**src/rtl/shift_reg_pkg.sv**
```systemverilog
// ============================================================================
// Module   : shift_reg_pkg
// Brief    : Op codes, FSM states and helpers shared by the shift register.
// Revision : 1.0 - initial release
// ============================================================================
`default_nettype none

package shift_reg_pkg;

  typedef enum logic [2:0] {
    OP_NOP  = 3'b000,
    OP_LOAD = 3'b001,
    OP_SHL  = 3'b010,
    OP_SHR  = 3'b011,
    OP_ROL  = 3'b100,
    OP_ROR  = 3'b101,
    OP_ASR  = 3'b110,
    OP_RSVD = 3'b111
  } op_e;

  typedef enum logic [0:0] {
    IDLE  = 1'b0,
    SHIFT = 1'b1
  } state_e;

  function automatic logic is_shift_op(input op_e op);
    return (op == OP_SHL) || (op == OP_SHR) || (op == OP_ROL) ||
           (op == OP_ROR) || (op == OP_ASR);
  endfunction

endpackage

`default_nettype wire

```
**src/rtl/shift_reg_step.sv**
```systemverilog
// ============================================================================
// Module   : shift_reg_step
// Brief    : Combinational single-bit step of a shift/rotate op.
// Revision : 1.0 - initial release
// ============================================================================
`default_nettype none

module shift_reg_step
  import shift_reg_pkg::*;
#(
  parameter int WIDTH = 8
) (
  input  logic [2:0]       op_i,
  input  logic [WIDTH-1:0] p_i,
  input  logic             si_i,
  output logic [WIDTH-1:0] next_p_o,
  output logic             so_o
);

  always_comb begin
    next_p_o = p_i;
    so_o     = 1'b0;
    case (op_e'(op_i))
      OP_SHL: begin
        next_p_o = {p_i[WIDTH-2:0], si_i};
        so_o     = p_i[WIDTH-1];
      end
      OP_SHR: begin
        next_p_o = {si_i, p_i[WIDTH-1:1]};
        so_o     = p_i[0];
      end
      OP_ROL: begin
        next_p_o = {p_i[WIDTH-2:0], p_i[WIDTH-1]};
        so_o     = p_i[WIDTH-1];
      end
      OP_ROR: begin
        next_p_o = {p_i[0], p_i[WIDTH-1:1]};
        so_o     = p_i[0];
      end
      OP_ASR: begin
        next_p_o = {p_i[WIDTH-1], p_i[WIDTH-1:1]};
        so_o     = p_i[0];
      end
      default: begin
        next_p_o = p_i;
        so_o     = 1'b0;
      end
    endcase
  end

endmodule

`default_nettype wire

```
**src/rtl/shift_reg_seq.sv**
```systemverilog
// ============================================================================
// Module   : shift_reg_seq
// Brief    : Multi-cycle LOAD/shift/rotate register with valid/ready command
//            interface. Define SHIFT_REG_SEQ_ABORT_EN to add the abort_i input.
// Revision : 1.0 - initial release
// ============================================================================
`default_nettype none

module shift_reg_seq
  import shift_reg_pkg::*;
#(
  parameter  int WIDTH = 8,
  localparam int AW    = $clog2(WIDTH) + 1
) (
  input  logic             clk,
  input  logic             rst,
  input  logic             cmd_valid_i,
  output logic             cmd_ready_o,
  input  logic [2:0]       op_i,
  input  logic [AW-1:0]    amt_i,
  input  logic [WIDTH-1:0] par_i,
  input  logic             si_i,
`ifdef SHIFT_REG_SEQ_ABORT_EN
  input  logic             abort_i,
`endif
  output logic [WIDTH-1:0] p_o,
  output logic             so_o,
  output logic             so_valid_o,
  output logic             done_o,
  output logic             busy_o
);

  state_e           state_q, state_d;
  logic [AW-1:0]    rem_q, rem_d;
  logic [2:0]       op_q, op_d;
  logic [WIDTH-1:0] p_q, p_d;
  logic             so_q, so_d;
  logic             so_valid_q, so_valid_d;
  logic             done_q, done_d;

  logic             w_accept;
  logic             w_start_shift;
  logic             w_abort;
  logic [WIDTH-1:0] w_step_p;
  logic             w_step_so;

`ifdef SHIFT_REG_SEQ_ABORT_EN
  assign w_abort = abort_i;
`else
  assign w_abort = 1'b0;
`endif

  assign cmd_ready_o   = (state_q == IDLE) && !rst;
  assign w_accept      = cmd_valid_i && cmd_ready_o;
  assign w_start_shift = w_accept && is_shift_op(op_e'(op_i)) && (amt_i != '0);

  shift_reg_step #(
    .WIDTH (WIDTH)
  ) u_step (
    .op_i     (op_q),
    .p_i      (p_q),
    .si_i     (si_i),
    .next_p_o (w_step_p),
    .so_o     (w_step_so)
  );

  always_ff @(posedge clk) begin
    if (rst) begin
      state_q <= IDLE;
    end else begin
      state_q <= state_d;
    end
  end

  always_comb begin
    state_d = state_q;
    case (state_q)
      IDLE:    if (w_start_shift) state_d = SHIFT;
      SHIFT:   if (w_abort || (rem_q == AW'(1))) state_d = IDLE;
      default: state_d = IDLE;
    endcase
  end

  // done_d is raised on the final step edge so the pulse lines up with the return to IDLE.
  always_comb begin
    p_d        = p_q;
    so_d       = so_q;
    so_valid_d = 1'b0;
    done_d     = 1'b0;
    rem_d      = rem_q;
    op_d       = op_q;
    case (state_q)
      IDLE: begin
        if (w_accept) begin
          if (op_e'(op_i) == OP_LOAD) begin
            p_d    = par_i;
            done_d = 1'b1;
          end else if (w_start_shift) begin
            rem_d = amt_i;
            op_d  = op_i;
          end else begin
            done_d = 1'b1;
          end
        end
      end
      SHIFT: begin
        if (w_abort) begin
          done_d = 1'b1;
        end else begin
          p_d        = w_step_p;
          so_d       = w_step_so;
          so_valid_d = 1'b1;
          rem_d      = rem_q - AW'(1);
          done_d     = (rem_q == AW'(1));
        end
      end
      default: ;
    endcase
  end

  always_ff @(posedge clk) begin
    if (rst) begin
      p_q        <= '0;
      so_q       <= 1'b0;
      so_valid_q <= 1'b0;
      done_q     <= 1'b0;
      rem_q      <= '0;
      op_q       <= OP_NOP;
    end else begin
      p_q        <= p_d;
      so_q       <= so_d;
      so_valid_q <= so_valid_d;
      done_q     <= done_d;
      rem_q      <= rem_d;
      op_q       <= op_d;
    end
  end

  assign p_o        = p_q;
  assign so_o       = so_q;
  assign so_valid_o = so_valid_q;
  assign done_o     = done_q;
  assign busy_o     = (state_q == SHIFT);

endmodule

`default_nettype wire

```
**config.mk**
```make
export PLATFORM = sky130hd
export DESIGN_NAME = shift_reg_seq
export DESIGN_NICKNAME = d
export VERILOG_FILES = /design/src/rtl/shift_reg_pkg.sv /design/src/rtl/shift_reg_step.sv /design/src/rtl/shift_reg_seq.sv
export SDC_FILE = /design/constraint.sdc
export NUM_CORES = 1
export LEC_CHECK = 0
export BUFFER_PORTS_ARGS = -buffer_cell sky130_fd_sc_hd__buf_2
export CAP_MARGIN = 30
export CORE_ASPECT_RATIO = 0.75
export CORE_UTILIZATION = 51
export DETAILED_ROUTE_END_ITERATION = 6
export PLACE_DENSITY = 0.78
export SLEW_MARGIN = 40
export SYNTH_ARGS = -nofsm -noshare
export SYNTH_HDL_FRONTEND = slang
export SYNTH_SLANG_ARGS = --single-unit
```
**constraint.sdc**
```tcl
create_clock -name clk -period 2.1 [get_ports clk]
set_input_delay 0.21 -clock clk [delete_from_list [all_inputs] [get_ports clk]]
set_output_delay 0.21 -clock clk [all_outputs]
set_load 0.01 [all_outputs]
```
* Yosys cells after proc, flatten, opt, wreduce, memory -nomap -nowiden
Cells that the tools add are included.
Cells by class: add/subtract/negate cells 1, multipliers 0, divide/modulo/power cells 0, order comparisons 0, equality and inequality tests 19, shift-type cells 0, multiplexer cells 17, bitwise logic cells 2, reductions and logical operators 16
Operators with widths (number):
- $pmux W8 S5 | 1
- $eq A3 B3 Y1 const B | 6
- $mux W8 | 2
- $pmux W8 S2 | 1
- $eq A3 B2 Y1 const B | 4
- $mux W4 | 3
- $ne A2 B2 Y1 const B | 4
- $pmux W4 S2 | 1
- $reduce_and A4 Y1 | 2
- $mux W1 | 6
- $ne A6 B1 Y1 const B | 1
- $pmux W1 S2 | 3
- $reduce_and A3 Y1 | 2
- $ne A5 B1 Y1 const B | 1
- $eq A4 B1 Y1 const B | 1
- $logic_and A1 B1 Y1 | 4
- $logic_or A1 B1 Y1 | 4
- $reduce_bool A4 Y1 | 1
- $sub A4 B1 Y4 const B | 1
- $eq A3 B1 Y1 const B | 1
- $reduce_or A3 Y1 | 1
- $ne A2 B1 Y1 const B | 1
- $not A1 Y1 | 2
- $reduce_or A2 Y1 | 1
- $logic_not A1 Y1 | 1
Storage, ports and cells: register bits 19, latch bits 0, RAM bits 0, memory bits (read-only) 0, input bits 19, output and inout port bits 13, word-level logic and storage cells 63, memories kept 0

* Logic depth before layout (Yosys ltp)
depth in word-level cells 11, gate-level depth with buffers 6, gate-level depth less buffers 5

* Modules after synthesis
Synthesis repeated with hierarchy kept, for this count alone.
Unflattened totals: cell total of the unflattened synthesis 146, area, all modules 1351.3 um^2
Modules (own cells, without submodules):
- shift_reg_seq | times used 1, cells an instance 98, area each 988.4 um^2, seq. area each 380.4 um^2
- shift_reg_step | times used 1, cells an instance 48, area each 362.8 um^2, seq. area each 0.0 um^2

* Worst setup path after synthesis
No wires, ideal clock.
path kind register -> register, start register state_q (netlist: busy_o), end register rem_q[0], library setup time 0.137 ns, arrival 1.649 ns, required time 1.963 ns, slack 0.314 ns, cell stages (with the launch flop) 7, path buffers 2, clock period less this slack 1.786 ns, cells stage by stage dfxtp_1 -> buf_6 -> or3b_1 -> or4_1 -> buf_6 -> o21ai_0 -> a31oi_1
On the way: longest elaborated chain between the ends 7, elaborated cells on any way between the ends 10, classes of those cells eq/ne: 3; mux: 1; bitwise: 1; reduce/logical: 5
RTL lines:
- start, declared | RTL line shift_reg_seq.sv:33 | state_e state_q, state_d;
- start signal, assigned | RTL line shift_reg_seq.sv:71 | state_q <= state_d;
- $not A1 Y1 (no line)
- $logic_and A1 B1 Y1 | RTL line shift_reg_seq.sv:53 | assign cmd_ready_o = (state_q == IDLE) && !rst;
- $logic_and A1 B1 Y1 | RTL line shift_reg_seq.sv:54 | assign w_accept = cmd_valid_i && cmd_ready_o;
- $logic_and A1 B1 Y1 (2 in a row) | RTL line shift_reg_seq.sv:55 | assign w_start_shift = w_accept && is_shift_op(op_e'(op_i)) && (amt_i != '0);
- $ne A2 B2 Y1 (no line)
- $reduce_and A3 Y1 (no line)
- end signal, assigned | RTL line shift_reg_seq.sv:134 | rem_q <= rem_d;
- end, declared | RTL line shift_reg_seq.sv:34 | logic [AW-1:0] rem_q, rem_d;
Several ways; a longest one is shown, not always the timed one. A chain may end at the register's enable or synchronous reset.

* Worst setup path after layout
Ends and elaborated chain as after synthesis.

==> results.json <==
{
  "cts-root-buf": "clkbuf_4",
  "cap_violations": 0,
  "internal_power_mw": 0.565,
  "wl_per_cell_um": 14.1,
  "synth_top_area_share_pct": 31.4,
  "holdPathStages": 3,
  "syn2layout_area_growth_pct": 16.8,
  "cts_setup_buffers": 0,
  "combPwrFrac_pct": 26.6,
  "cp-end-kind": "flip-flop",
  "slew_viol_final": 0,
  "io-pin-count": 32,
  "yosys_warnings": 0,
  "grt.total_usage_pct": 24.2,
  "switching_power_mw": 0.270,
  "ys_top_cells_by_count": "dfxtp_1 (19), nor2_1 (14), a21oi_1 (10), nand2_1 (10)",
  "power.share.sequential_pct": 50.6,
  "synth_cells": 148,
  "irDropWorstVdd_mv": 0.315,
  "synth_top_area_cell": "dfxtp_1",
  "period_needed_ns": 1.85,
  "clockPowerShare_pct": 22.8,
  "fp.dieH_um": 44.2,
  "cts_tree": "done",
  "hold_path_startpoint": "par_i[5]",
  "rsz0062_at_grt": "false",
  "hold_class": "primary input to flip-flop",
  "cts_buffer_depth": 2,
  "grt-ovfl-total": 0,
  "dieArea_mm2": 0.00258,
  "layout_setup_ws_ns": 0.253,
  "r2r-end": "rem_q[0]",
  "power.leakage_nw": 0.567,
  "remaining_drc_errors": 0,
  "placed_cells": 205,
  "start_util_pct": 57.2,
  "grt_pass1_wl_um": 4710,
  "numCtsBuffers": 3,
  "worstPathArrival_ns": 2.04,
  "cp.required_ns": 2.29,
  "insertion_delay_ns": 0.31,
  "yosys.cell_types.count": 43,
  "grt_pass1_vias": 1038,
  "cp-start-kind": "flip-flop",
  "grt_max_degree": 15,
  "clk_pin_slew_ns": 0.11,
  "power_density_mw_per_mm2": 590,
  "drive_gt1_share_pct": 25.4,
  "worstMarginPinSlew_ns": 0.505,
  "synth_top_cells_by_area": "dfxtp_1 (31%), mux2i_1 (5.8%), a311oi_1 (5.1%), nor2_1 (4.3%), a21oi_1 (4.1%)",
  "vias": 1231,
  "setup_viol": 0,
  "fin_skew_ns": 0.0102,
  "portBuffers": 31,
  "viasPerCell": 5.89,
  "antenna_found_initial": 0,
  "cts_resized": 0,
  "seq_area_frac_synth_pct": 31.4,
  "max_freq_ghz": 0.541,
  "drt-initial-drc-count": 74,
  "fin_setup_tns_ns": 0,
  "r2r_cells": 4,
  "p_sw_share_pct": 32.3,
  "synth_edf_count": 0,
  "htree_levels": 1,
  "regToRegSetupSlack_ns": 0.25,
  "cts_hold_buf": 0,
  "path_class": "flip-flop to flip-flop",
  "final_nets": 199,
  "synth_fp_nets": 169,
  "dp_slack_ns": 0.216,
  "coreArea_mm2": 0.00212,
  "syn_avg_cell_area_um2": 8.19,
  "dr.pass1.iters": 4,
  "r2r_start": "busy_o",
  "hold_violations": 0,
  "synth_ff_type": "dfxtp_1",
  "yosysMostFrequentCell": "dfxtp_1",
  "final_cells": 209,
  "min_to": "p_o[5]",
  "num_antenna_cells": 0,
  "ant_nets": 0,
  "status": "complete, no violations",
  "clock_sinks": 19,
  "relSlewSlack_pct": 66.3,
  "netlist_area_mm2": 0.00121,
  "async_flop_share_pct": 0,
  "fill_cells": 179,
  "synth_seq_cells": 19,
  "critical_path_peak_fanout": 10,
  "post-route-period-util_pct": 87.9,
  "placementRows": 14,
  "hpwlAfterDp_um": 2210,
  "die_width_um": 58.3,
  "gp_congestion": 0.923,
  "drt-total-wl_um": 2960
}
==> sequential cells by signal, summed over array words and instances (netlist names) <==
register and flops:
p_o 8, rem_q 4, so_o 1, op_q 3, done_o 1, busy_o 1, so_valid_o 1
==> power groups by stage <==
stage	Clock, mW	Sequential (mW)	Combinational, mW
finish	0.191	0.423	0.222
global route	0.215	0.427	0.245
global placement	0	0.428	0.215
CTS	0.195	0.422	0.222
floorplan	0	0.424	0.154
detailed placement	0	0.430	0.221
==> logic make-up (layout without fill, tap and decap cells) <==
group           after synthesis  count (layout)  share of synthesized area (%)
xor+xnor                      5               5                           3.61
buf+inv                      20              49                           7.95
flops                        19              19                           31.4
fa+ha+maj                     3               3                           2.89
compound gates               46              46                           27.5
mux                           9               9                           7.64
simple gates                 46              46                           19.1
==> final cells by class <==
class / count / area (µm²) / area share (%)
repair buffers: 38 / 208 / 14.7
multi-input cells: 109 / 736 / 51.9
well taps: 32 / 40.0 / 2.83
inverters: 7 / 26.3 / 1.86
flip-flops and latches: 19 / 380 / 26.9
clock buffers: 4 / 26.3 / 1.86
==> stage by stage <==
step	util [%]	power (mW)	area, µm²	hold slack, ns
6_report	66.8	0.835	1420	0.158
5_1_grt	66.8	0.888	1420	0.156
4_1_cts	66.8	0.839	1420	0.156
3_5_place_dp	65.6	0.651	1390	0.481
3_3_place_gp	65.6	0.644	1390	0.477
2_1_floorplan	-	0.578	1210	0.312
==> placed cells by master, fill, tap and decap left out, drive strengths merged, types with 2 or more instances in the layout <==
cell type,Yosys,layout
buf,8,38
dfxtp,19,19
nor2,14,14
nand2,10,10
a21oi,10,10
a311oi,7,7
mux2i,7,7
inv,6,6
nand3,6,6
o22ai,4,4
o32ai,4,4
a211o,4,4
clkbuf,5,4
nor3b,3,3
nand3b,3,3
o21ai,3,3
xor2,3,3
and3,2,2
xnor2,2,2
or2,2,2
mux2,2,2
a31oi,2,2
nor3,2,2
a22oi,2,2
ha,2,2
==> critical path, cell delays in order, from the launching register on <==
cell and delay (ns):
dfxtp_1 0.35, or3b_1 0.40, or4_1 0.68, o21ai_0 0.23, a31oi_1 0.06
==> worst max path at each step <==
| stage | start | endpoint | slack, ns | depth (start not counted) |
|---|---|---|---|---|
| floorplan | busy_o | rem_q[0] | 0.31 | 6 |
| global placement | rst | rem_q[0] | 0.27 | 5 |
| detailed placement | rst | rem_q[0] | 0.22 | 5 |
| CTS | busy_o | rem_q[0] | 0.24 | 4 |
| global route | busy_o | rem_q[0] | 0.14 | 4 |
| finish | busy_o | rem_q[0] | 0.25 | 4 |
==> layer usage <==
metal / global-route usage (%) / part of all wire, %
met5: 0 / 0
met4: 6.19 / 0.44
met3: 6.43 / 6.9
met2: 35.9 / 45
met1: 34.9 / 48
Note: power is estimated with default switching activity, not from simulation.
